`config.mk`:
```
export PLATFORM = sky130hd
export DESIGN_NAME = rtc_bcd_counter
export DESIGN_NICKNAME = d
export VERILOG_FILES = /design/src/rtl/rtc_bcd_counter.sv
export SDC_FILE = /design/constraint.sdc
export NUM_CORES = 1
export LEC_CHECK = 0
export CAP_MARGIN = 20
export CORE_ASPECT_RATIO = 1.5
export CORE_UTILIZATION = 40
export DETAILED_ROUTE_END_ITERATION = 6
export PLACE_DENSITY_LB_ADDON = 0.15
export SLEW_MARGIN = 20
export SYNTH_ARGS = -nofsm -noshare
export SYNTH_HDL_FRONTEND = slang
export SYNTH_SLANG_ARGS = --single-unit
```
`constraint.sdc`:
```
create_clock -name i_clk -period 3.8 [get_ports i_clk]
set_input_delay 0.38 -clock i_clk [delete_from_list [all_inputs] [get_ports i_clk]]
set_output_delay 0.38 -clock i_clk [all_outputs]
set_load 0.05 [all_outputs]
```
`src/rtl/rtc_bcd_counter.sv`:
```
// rtc_bcd_counter: stopwatch prescaler and MM:SS.CC packed BCD counter.
// Define RTC_SATURATE_EN to hold at 59:59.99 instead of wrapping.
module rtc_bcd_counter #(
   parameter int CLK_FREQ_HZ = 100000000,
   parameter int TICK_HZ     = 100
) (
   input  logic        i_clk,
   input  logic        i_rst_n,
   input  logic        i_start_stop,
   input  logic        i_clear,
   input  logic        i_lap,
   output logic [23:0] o_count,
   output logic        o_running,
   output logic        o_lap_active,
   output logic        o_rollover
);

   localparam int DIV = CLK_FREQ_HZ / TICK_HZ;
   localparam int PW  = (DIV > 1) ? $clog2(DIV) : 1;
   localparam logic [PW-1:0] PMAX = PW'(DIV - 1);
   localparam logic [23:0]   CMAX = 24'h595999;

   logic [PW-1:0] presc_q, presc_d;
   logic [23:0]   cnt_q, cnt_d;
   logic [23:0]   lap_q, lap_d;
   logic          run_q, run_d;
   logic          lapact_q, lapact_d;
   logic          roll_q, roll_d;
   logic          tick;
`ifdef RTC_SATURATE_EN
   logic          sat_q, sat_d;
`endif

   // Each digit wraps at its own limit, which is exactly the digit of CMAX.
   function automatic logic [23:0] bcd_inc(input logic [23:0] v);
      logic [23:0] r;
      logic        c;
      r = v;
      c = 1'b1;
      for (int i = 0; i < 6; i++) begin
         if (c) begin
            if (r[4*i +: 4] == CMAX[4*i +: 4]) begin
               r[4*i +: 4] = 4'd0;
            end else begin
               r[4*i +: 4] = r[4*i +: 4] + 4'd1;
               c = 1'b0;
            end
         end
      end
      return r;
   endfunction

   always_comb begin
      tick     = run_q && (presc_q == PMAX);
      presc_d  = presc_q;
      cnt_d    = cnt_q;
      lap_d    = lap_q;
      lapact_d = lapact_q;
      run_d    = run_q;
      roll_d   = 1'b0;
`ifdef RTC_SATURATE_EN
      sat_d    = sat_q;
`endif
      if (run_q) begin
         presc_d = tick ? '0 : presc_q + 1'b1;
      end
      if (tick) begin
`ifdef RTC_SATURATE_EN
         if (cnt_q == CMAX) begin
            if (!sat_q) begin
               roll_d = 1'b1;
               run_d  = 1'b0;
               sat_d  = 1'b1;
            end
         end else begin
            cnt_d = bcd_inc(cnt_q);
         end
`else
         cnt_d  = bcd_inc(cnt_q);
         roll_d = (cnt_q == CMAX);
`endif
      end
      // Lap captures the post-tick value so the frozen display is current.
      if (i_lap) begin
         if (lapact_q) begin
            lapact_d = 1'b0;
         end else if (run_q) begin
            lap_d    = cnt_d;
            lapact_d = 1'b1;
         end
      end
      if (i_clear) begin
         presc_d  = '0;
         cnt_d    = '0;
         lap_d    = '0;
         lapact_d = 1'b0;
         roll_d   = 1'b0;
`ifdef RTC_SATURATE_EN
         sat_d    = 1'b0;
`endif
      end
      run_d = run_d ^ i_start_stop;
   end

   always_ff @(posedge i_clk or negedge i_rst_n) begin
      if (!i_rst_n) begin
         presc_q  <= '0;
         cnt_q    <= '0;
         lap_q    <= '0;
         run_q    <= 1'b0;
         lapact_q <= 1'b0;
         roll_q   <= 1'b0;
`ifdef RTC_SATURATE_EN
         sat_q    <= 1'b0;
`endif
      end else begin
         presc_q  <= presc_d;
         cnt_q    <= cnt_d;
         lap_q    <= lap_d;
         run_q    <= run_d;
         lapact_q <= lapact_d;
         roll_q   <= roll_d;
`ifdef RTC_SATURATE_EN
         sat_q    <= sat_d;
`endif
      end
   end

   assign o_count      = lapact_q ? lap_q : cnt_q;
   assign o_running    = run_q;
   assign o_lap_active = lapact_q;
   assign o_rollover   = roll_q;

endmodule

```
==> flow_summary.yaml <==
logic_synthesis:
  synth_flop_cell: "sky130_fd_sc_hd__dfrtp_1"
  syn_nets: 407
  synth-warning-count: 0
  synthesis.instances: 401
  syn_avg_cell_area_um2: 9.60
  synth-edff-count: 0
  synth.largest_area_cell: "sky130_fd_sc_hd__dfrtp_1"
  synthesized_cell_area_mm2: 0.00385
  synthArstFlopShare_pct: 100
  yosysTopAreaCellShare_pct: 46.1
  synth_sequential_area_ratio_pct: 46.1
  ys_ff_latch: 71
  netlist-cell-type-count: 58
  synthTopCellsByArea: "sky130_fd_sc_hd__dfrtp_1 46%, sky130_fd_sc_hd__nor2_1 6.3%, sky130_fd_sc_hd__a211oi_1 4.3%"
cts:
  post_cts_hold_buffer_count: 0
  cts.reportedPaths.clkPinSlew_ps: 60
  cts_tree: "built"
  cts-buffers-inserted: 9
  clock_path_buffers: 2
  clock_tree.root_cell: "sky130_fd_sc_hd__clkbuf_16"
  clk-insertion-delay-late_ps: 340
  post_cts.repair.setup_buffers: 0
  htree_levels: 3
  cts_sinks: 71
  cts_resized: 0
floorplan:
  fp.dieW_um: 82.1
  die_area_mm2: 0.0100
  num_io_pins: 32
  fp.dieH_um: 122
  std_cell_rows: 43
  core_ar_mm2: 0.00931
  initial_utilization_pct: 41.4
global_routing:
  track_usage_pct: 20.1
  maximum_number_of_pins_on_one_net_before_global_route_repair: 55
  grt_pass1_vias: 3005
  antenna_found_initial: 0
  globalRoute.totalOverflow: 0
  grt_pass1_wl_mm: 15.1
power:
  power.density_mw_per_mm2: 485
  cellLeakagePower_nw: 1.78
  vdd_drop_max_uv: 396
  totalPowerFinal_mw: 2.20
critical_path:
  critPathMaxFanout: 24
  worst_ep_arrival_time_ps: 2600
  endpoint_kind: "primary output"
  cp.required_ps: 3420
  timing.critical_path.from_type: "flop"
  timing.setup.critical_path_class: "reg2out"
placement:
  final_estimated_routing_congestion_in_global_placement: 0.837
  dp.cells: 525
  postPlaceCellArea_mm2: 0.00423
  port-buffer-count: 31
  placement.setup.worst_slack_ps: 1130
  detailed_place_hpwl_mm: 5.93
drt:
  drt-pass1-iter-count: 4
  vias: 3018
  drt_wl_total_mm: 8.90
  avgRoutedWirePerCell_um: 16.5
  initialDrtViolationCount: 187
  number_of_nets_still_failing_antenna_checks_after_routing: 0
  drc_errors: 0
  routed_via_density: 5.58
final_layout:
  instances_no_fill: 541
  synthToLayoutAreaGrowth_pct: 18.1
  layout.core_utilization_pct: 48.9
  layout.nets: 430
  layout.cells.most_common_list: "71 x sky130_fd_sc_hd__dfrtp_1, 65 x sky130_fd_sc_hd__nor2_1, 30 x sky130_fd_sc_hd__nand2_1"
  post_route_cells_drive_above_1_share_pct: 13.1
  num_antenna_cells: 0
  mostFrequentLayoutCell: "sky130_fd_sc_hd__dfrtp_1"
  final_cell_area_mm2: 0.00455
timing:
  final.period_utilization_pct: 78.3
  timing.clock.skew_ps: 6.37
  max_freq_mhz: 336
  finalCriticalPeriod_ps: 2980
  setup-tns-final_ps: 0
  fin_hold_ws_ps: 11.0
  slew_headroom_pct: 34.4
  setup_viol: 0
  grt_setup_unrepaired: "no"
  post-route-worst-setup-slack_ps: 825
  timing_hold_violations_final: 0
  finalMaxSlewViolations: 0
  worstMarginPinSlew_ps: 985
run:
  maxCapViolations: 0
outcome:
  run_status: "finished clean"
worst_hold_path:
  min_path_type: "in2async"
-- final timing paths --
kind,slack (ps),from,end,depth (start not counted)
max in group asynchronous,2980,i_rst_n,lap_q[3],2
min reg2reg,550,presc_q[19],presc_q[19],2
min,10,i_rst_n,cnt_q[21],1
min in group i_clk,550,presc_q[19],presc_q[19],2
max,820,o_lap_active,o_count[16],3
max reg2reg,1270,presc_q[0],lap_q[19],6
-- critical path, cell delays in order (launching register included) --
cell,delay [ps]
sky130_fd_sc_hd__dfrtp_1,850
sky130_fd_sc_hd__buf_4,340
sky130_fd_sc_hd__mux2_2,360
sky130_fd_sc_hd__clkdlybuf4s50_1,700
-- routing by layer --
| layer | routed length (µm) | vias up | track usage [%] |
|---|---|---|---|
| met5 | 0 | - | 0 |
| met4 | 231 | 0 | 8.66 |
| met3 | 218 | 16 | 4.12 |
| met2 | 4530 | 43 | 32.0 |
| met1 | 3920 | 1485 | 25.9 |
| li1 | - | 1474 | - |
-- final cells by class --
type	count	area, µm²
Tap cell	112	140
Sequential cell	71	1780
Inverter	14	52.6
Clock buffer	9	225
Clock inverter	7	97.6
Multi-Input combinational cell	293	1930
Fill cell	926	4760
Timing Repair Buffer	35	330
-- synth_stat cells (all sizes together) (3+ instances only) --
cell type,number
xor2,12
and3,3
nand4,10
nor2b,5
buf,6
mux2i,4
or2,3
a211oi,23
mux2,13
o41ai,4
and4bb,6
and4,3
nand3,8
nor2,65
nor4b,3
o21ai,16
nor4,9
xnor2,17
and2,3
nor3b,4
clkbuf,17
nand2b,4
inv,14
dfrtp,71
a21oi,13
nor3,11
nand2,30
-- kinds of logic (layout without fill, tap and decap cells) --
kind of cell / count (synthesis) / in the layout / share of synthesized area [%]
mux: 17 / 17 / 4.84
xor+xnor: 29 / 29 / 6.60
buf+inv: 37 / 65 / 3.83
fa+ha+maj: 1 / 1 / 0.325
simple gates: 175 / 175 / 25.5
flops: 71 / 71 / 46.1
compound gates: 71 / 71 / 12.8
-- report_power, final --
group	leakage (nW)	switching, mW	internal, mW
clock	0.152	0.334	0.575
sequential	0.975	0.0710	0.832
combinational	0.652	0.252	0.141
-- sequential cells by signal (all words and copies together) (netlist names) --
| register | flops |
|---|---|
| cnt_q | 24 |
| lap_q | 24 |
| o_lap_active | 1 |
| o_rollover | 1 |
| o_running | 1 |
| presc_q | 20 |
Power figures use the tool's default switching activity.
